## config.mk

```make
export PLATFORM = sky130hd
export DESIGN_NAME = alu_sequencer
export DESIGN_NICKNAME = d
export VERILOG_FILES = /design/src/rtl/alu_sequencer.sv
export SDC_FILE = /design/constraint.sdc
export NUM_CORES = 1
export LEC_CHECK = 0
export BUFFER_PORTS_ARGS = -buffer_cell sky130_fd_sc_hd__buf_2
export CORE_MARGIN = 2
export CORE_UTILIZATION = 50
export DETAILED_ROUTE_END_ITERATION = 6
export PLACE_DENSITY = 0.82
export SYNTH_ARGS = -nofsm -noshare
export SYNTH_HDL_FRONTEND = slang
export SYNTH_SLANG_ARGS = --single-unit
```

## constraint.sdc

```tcl
create_clock -name i_clk -period 2.22 [get_ports i_clk]
set_input_delay 0.222 -clock i_clk [delete_from_list [all_inputs] [get_ports i_clk]]
set_output_delay 0.222 -clock i_clk [all_outputs]
set_load 0.005 [all_outputs]
```

## src/rtl/alu_sequencer.sv

```systemverilog
// alu_sequencer: loads A, B and OP words from one valid/ready stream, drives them
// into a combinational ALU, registers the result and offers it on a valid/ready stream.
// Optional opcode validation is enabled by defining ALU_OPCODE_CHECK_EN.
module alu_sequencer #(
    parameter int unsigned NB_DATA = 6,
    parameter int unsigned NB_OP   = 6
) (
    input  logic               i_clk,
    input  logic               i_rst,
    input  logic [NB_DATA-1:0] i_in_data,
    input  logic               i_in_valid,
    output logic               o_in_ready,
    input  logic               i_clear,
    output logic [NB_DATA-1:0] o_alu_a,
    output logic [NB_DATA-1:0] o_alu_b,
    output logic [NB_OP-1:0]   o_alu_op,
    input  logic [NB_DATA:0]   i_alu_res,
    output logic [NB_DATA:0]   o_res_data,
    output logic               o_res_err,
    output logic               o_res_valid,
    input  logic               i_res_ready
);

    typedef enum logic [2:0] {StWaitA, StWaitB, StWaitOp, StExec, StHold} state_e;

    state_e             state_q, state_d;
    logic [NB_DATA-1:0] alu_a_q, alu_a_d;
    logic [NB_DATA-1:0] alu_b_q, alu_b_d;
    logic [NB_OP-1:0]   alu_op_q, alu_op_d;
    logic [NB_DATA:0]   res_data_q, res_data_d;
    logic               in_ready;
    logic               accept;

`ifdef ALU_OPCODE_CHECK_EN
    localparam logic [NB_OP-1:0] OpAdd = NB_OP'(6'b100000);
    localparam logic [NB_OP-1:0] OpSub = NB_OP'(6'b100010);
    localparam logic [NB_OP-1:0] OpAnd = NB_OP'(6'b100100);
    localparam logic [NB_OP-1:0] OpOr  = NB_OP'(6'b100101);
    localparam logic [NB_OP-1:0] OpXor = NB_OP'(6'b100110);
    localparam logic [NB_OP-1:0] OpSra = NB_OP'(6'b000011);
    localparam logic [NB_OP-1:0] OpSrl = NB_OP'(6'b000010);
    localparam logic [NB_OP-1:0] OpNor = NB_OP'(6'b100111);

    logic res_err_q, res_err_d;

    function automatic logic op_supported(input logic [NB_OP-1:0] op);
        case (op)
            OpAdd, OpSub, OpAnd, OpOr, OpXor, OpSra, OpSrl, OpNor: return 1'b1;
            default: return 1'b0;
        endcase
    endfunction
`endif

    // Next-state and datapath-load decisions for the load/execute/hold sequence.
    always_comb begin
        state_d    = state_q;
        alu_a_d    = alu_a_q;
        alu_b_d    = alu_b_q;
        alu_op_d   = alu_op_q;
        res_data_d = res_data_q;
`ifdef ALU_OPCODE_CHECK_EN
        res_err_d  = res_err_q;
`endif
        in_ready   = 1'b0;
        accept     = 1'b0;
        unique case (state_q)
            StWaitA, StWaitB, StWaitOp: begin
                in_ready = 1'b1;
                accept   = i_in_valid & ~i_clear;
                // Clear wins over a same-cycle handshake: the word is dropped.
                if (i_clear) begin
                    state_d = StWaitA;
                end else if (accept) begin
                    unique case (state_q)
                        StWaitA: begin
                            alu_a_d = i_in_data;
                            state_d = StWaitB;
                        end
                        StWaitB: begin
                            alu_b_d = i_in_data;
                            state_d = StWaitOp;
                        end
                        default: begin
                            alu_op_d = i_in_data[NB_OP-1:0];
                            state_d  = StExec;
                        end
                    endcase
                end
            end
            StExec: begin
`ifdef ALU_OPCODE_CHECK_EN
                if (op_supported(alu_op_q)) begin
                    res_data_d = i_alu_res;
                    res_err_d  = 1'b0;
                end else begin
                    res_data_d = '0;
                    res_err_d  = 1'b1;
                end
`else
                res_data_d = i_alu_res;
`endif
                state_d = StHold;
            end
            StHold: begin
                if (i_res_ready) begin
                    state_d = StWaitA;
                end
            end
            default: state_d = StWaitA;
        endcase
    end

    // State and datapath registers; reset drops any pending result.
    always_ff @(posedge i_clk) begin
        if (i_rst) begin
            state_q    <= StWaitA;
            alu_a_q    <= '0;
            alu_b_q    <= '0;
            alu_op_q   <= '0;
            res_data_q <= '0;
`ifdef ALU_OPCODE_CHECK_EN
            res_err_q  <= 1'b0;
`endif
        end else begin
            state_q    <= state_d;
            alu_a_q    <= alu_a_d;
            alu_b_q    <= alu_b_d;
            alu_op_q   <= alu_op_d;
            res_data_q <= res_data_d;
`ifdef ALU_OPCODE_CHECK_EN
            res_err_q  <= res_err_d;
`endif
        end
    end

    assign o_in_ready  = in_ready;
    assign o_alu_a     = alu_a_q;
    assign o_alu_b     = alu_b_q;
    assign o_alu_op    = alu_op_q;
    assign o_res_data  = res_data_q;
    assign o_res_valid = (state_q == StHold);
`ifdef ALU_OPCODE_CHECK_EN
    assign o_res_err   = res_err_q;
`else
    assign o_res_err   = 1'b0;
`endif

endmodule

```

==> flow_metrics.env <==
export IMPL_rsz0062_at_grt="no"
export IMPL_drv_cap=0
export IMPL_grt_pass1_wl_mm=3.381
export IMPL_startpoint="state_q[2]"
export IMPL_cp_data_required_time_ns=2.00
export IMPL_wl_per_cell_um=12.30
export IMPL_cts_num_sinks=28
export IMPL_crit_end="o_res_valid"
export IMPL_cts_buffers=3
export IMPL_reg2reg_from="state_q[2]"
export IMPL_dieArea_mm2=0.002721
export IMPL_final_hold_violation_count=0
export IMPL_die_width_um=52.17
export IMPL_drcViolationCount=0
export IMPL_synth_net_count=126
export IMPL_finalSetupViolations=0
export IMPL_cts_setup_buffers=0
export IMPL_p_leak_nw=0.7441
export IMPL_dp_hpwl_mm=1.595
export IMPL_vias=867
export IMPL_clk_latency_ns=0.31
export IMPL_die_y_um=52.17
export IMPL_cp_end_kind="output port"
export IMPL_run_status="finished, final reports clean"
export IMPL_ff2ff_path_depth=3
export IMPL_p_sw_mw=0.1749
export IMPL_fp_row_count=17
export IMPL_grt_max_degree=35
export IMPL_yosys_cell_types_count=19
export IMPL_syn_avg_cell_area_um2=10.74
export IMPL_clk_pin_slew_ns=0.13
export IMPL_start_kind="flip-flop"
export IMPL_layout_drive_gt1_share_pct=34.23
export IMPL_hold_path_cell_count=3
export IMPL_p_seq_share_pct=65.8
export IMPL_antenna_left=0
export IMPL_setup_tns_ns=0
export IMPL_min_period_ns=1.425
export IMPL_powerDensity_mw_per_mm2=561.3
export IMPL_grt_usage_pct=16.99
export IMPL_coreArea_mm2=0.002212
export IMPL_yosysSeqAreaShare_pct=48.33
export IMPL_fin_skew_ns=0.003734
export IMPL_fmax_ghz=0.7016
export IMPL_hp_class="primary input to flip-flop"
export IMPL_synth_area_mm2=0.001160
export IMPL_intPower_mw=0.6109
export IMPL_slew_violations=0
export IMPL_finalCritPeriodShare_pct=64.20
export IMPL_worst_r2r_setup_slack_ns=0.83
export IMPL_antenna_found_initial=0
export IMPL_gp_congestion=0.6798
export IMPL_ys_warn_count=0
export IMPL_pin_count=46
export IMPL_drtPass1Iterations=3
export IMPL_switching_share_pct=22.26
export IMPL_nets=169
export IMPL_detail_route_iter0_violations=11
export IMPL_peakVddDrop_v=0.0003685
export IMPL_cts_resized=0
export IMPL_r2r_end="o_alu_b[2]"
export IMPL_syn_inst=108
export IMPL_avgViaCountPerCell=4.898
export IMPL_htreeDepth=1
export IMPL_p_clk_share_pct=25.4
export IMPL_path_max_fanout=7
export IMPL_cts_tree="built"
export IMPL_grt_pass1_vias=802
export IMPL_critical_path_class="flip-flop to output port"
export IMPL_area_delta_synth_final_pct=20.71
export IMPL_port_buffers=44
export IMPL_diodes=0
export IMPL_synth_seq_cells=28
export IMPL_start_util_pct=52.43
export IMPL_grt_remaining_overflow=0
export IMPL_pwr_share_comb_pct=8.7
export IMPL_clockBufferDepth=2
export IMPL_fin_hold_ws_ns=0.1321
export IMPL_cp_arrival_ns=1.20
export IMPL_routed_wl_mm=2.177
export IMPL_cts_root_buf="clkbuf_4"
export IMPL_ctsHoldBuffers=0
-- how the worst min path moves through the flow --
stage,start,end,slack (ns)
3_5_place_dp,i_alu_res[1],o_res_data[1],0.46
6_report,i_alu_res[3],o_res_data[3],0.13
4_1_cts,i_alu_res[1],o_res_data[1],0.12
2_1_floorplan,i_clear,state_q[0],0.30
3_3_place_gp,i_alu_res[3],o_res_data[3],0.45
5_1_grt,i_clear,state_q[0],0.11
-- synthesized netlist by cell type --
| library cell | n | share of area (%) |
|---|---|---|
| a21oi_1 | 3 | 1.3 |
| and2_1 | 1 | 0.54 |
| and2b_1 | 1 | 0.65 |
| buf_4 | 2 | 1.3 |
| buf_6 | 1 | 0.97 |
| clkbuf_1 | 3 | 0.97 |
| conb_1 | 1 | 0.32 |
| dfxtp_1 | 28 | 48 |
| inv_1 | 1 | 0.32 |
| mux2i_1 | 26 | 22 |
| nand2_2 | 1 | 0.54 |
| nand2b_1 | 25 | 13 |
| nand3_2 | 1 | 0.86 |
| nand3b_1 | 1 | 0.65 |
| nor2_1 | 8 | 2.6 |
| nor2b_1 | 1 | 0.54 |
| nor3b_2 | 1 | 1.1 |
| nor4_1 | 2 | 1.1 |
| nor4b_4 | 1 | 2.0 |
-- cell families (layout without fill, tap and decap cells) --
group,count (synthesis),count (layout),share of synthesized area (%)
other cells,1,1,0.3233
buf+inv,7,48,3.559
compound gates,3,3,1.294
mux,26,26,22.44
simple gates,43,43,24.06
flops,28,28,48.33
-- power groups by stage --
stage / combinational [mW] / clock (mW) / sequential, mW
2_1_floorplan: 0.0393 / 0 / 0.529
4_1_cts: 0.0695 / 0.204 / 0.517
3_3_place_gp: 0.0662 / 0 / 0.528
5_1_grt: 0.0748 / 0.227 / 0.519
3_5_place_dp: 0.0693 / 0 / 0.528
6_report: 0.0687 / 0.200 / 0.517
-- final cells by class --
type / instances / area (µm²)
Fill cell: 202 / 812.0
Sequential cell: 28 / 560.5
Multi-Input combinational cell: 73 / 558.0
Timing Repair Buffer: 44 / 220.2
Tap cell: 28 / 35.03
Clock buffer: 3 / 22.52
Inverter: 1 / 3.754
-- cell usage in the layout, fill, tap and decap left out --
| cell type | netlist | layout |
|---|---|---|
| nor2_1 | 8 | 8 |
| nand3b_1 | 1 | 1 |
| and2b_1 | 1 | 1 |
| a21oi_1 | 3 | 3 |
| inv_1 | 1 | 1 |
| nand2_2 | 1 | 1 |
| mux2i_1 | 26 | 26 |
| clkbuf_4 | 0 | 3 |
| nor3b_2 | 1 | 1 |
| nor4_1 | 2 | 2 |
| nand3_2 | 1 | 1 |
| conb_1 | 1 | 1 |
| nor4b_4 | 1 | 1 |
| nand2b_1 | 25 | 25 |
| nor2b_1 | 1 | 1 |
| and2_1 | 1 | 1 |
| dfxtp_1 | 28 | 28 |
| buf_2 | 0 | 44 |
-- sequential cells by signal, indices dropped and copies added (netlist names) --
register	cells
o_alu_op	6
o_alu_b	6
o_res_data	7
o_alu_a	6
state_q	3
-- worst max-delay path, stage by stage (launching register included) --
cell	delay, ns
dfxtp_1	0.49
nor3b_2	0.26
buf_2	0.15
-- stage by stage --
step,utilization (%),cells,cell area (µm²),setup WS [ns],total power [mW]
global placement,62.27,174,1378,0.9163,0.5941
finish,63.29,177,1400,0.7947,0.7858
global route,63.29,177,1400,0.7022,0.8205
CTS,63.29,177,1400,0.7878,0.7912
detailed placement,62.27,174,1378,0.8626,0.5977
floorplan,-,108,1160,1.058,0.5680
-- routing by layer --
| layer | up-vias | part of all wire (%) | global-route usage (%) | wire length, µm |
|---|---|---|---|---|
| li1 | 439 | - | - | - |
| met1 | 404 | 45 | 20.68 | 990 |
| met2 | 20 | 48 | 28.27 | 1054 |
| met3 | 4 | 4.2 | 3.161 | 92 |
| met4 | 0 | 1.7 | 8.974 | 38 |
| met5 | - | 0 | 0 | 0 |
Power figures use the tool's default switching activity.
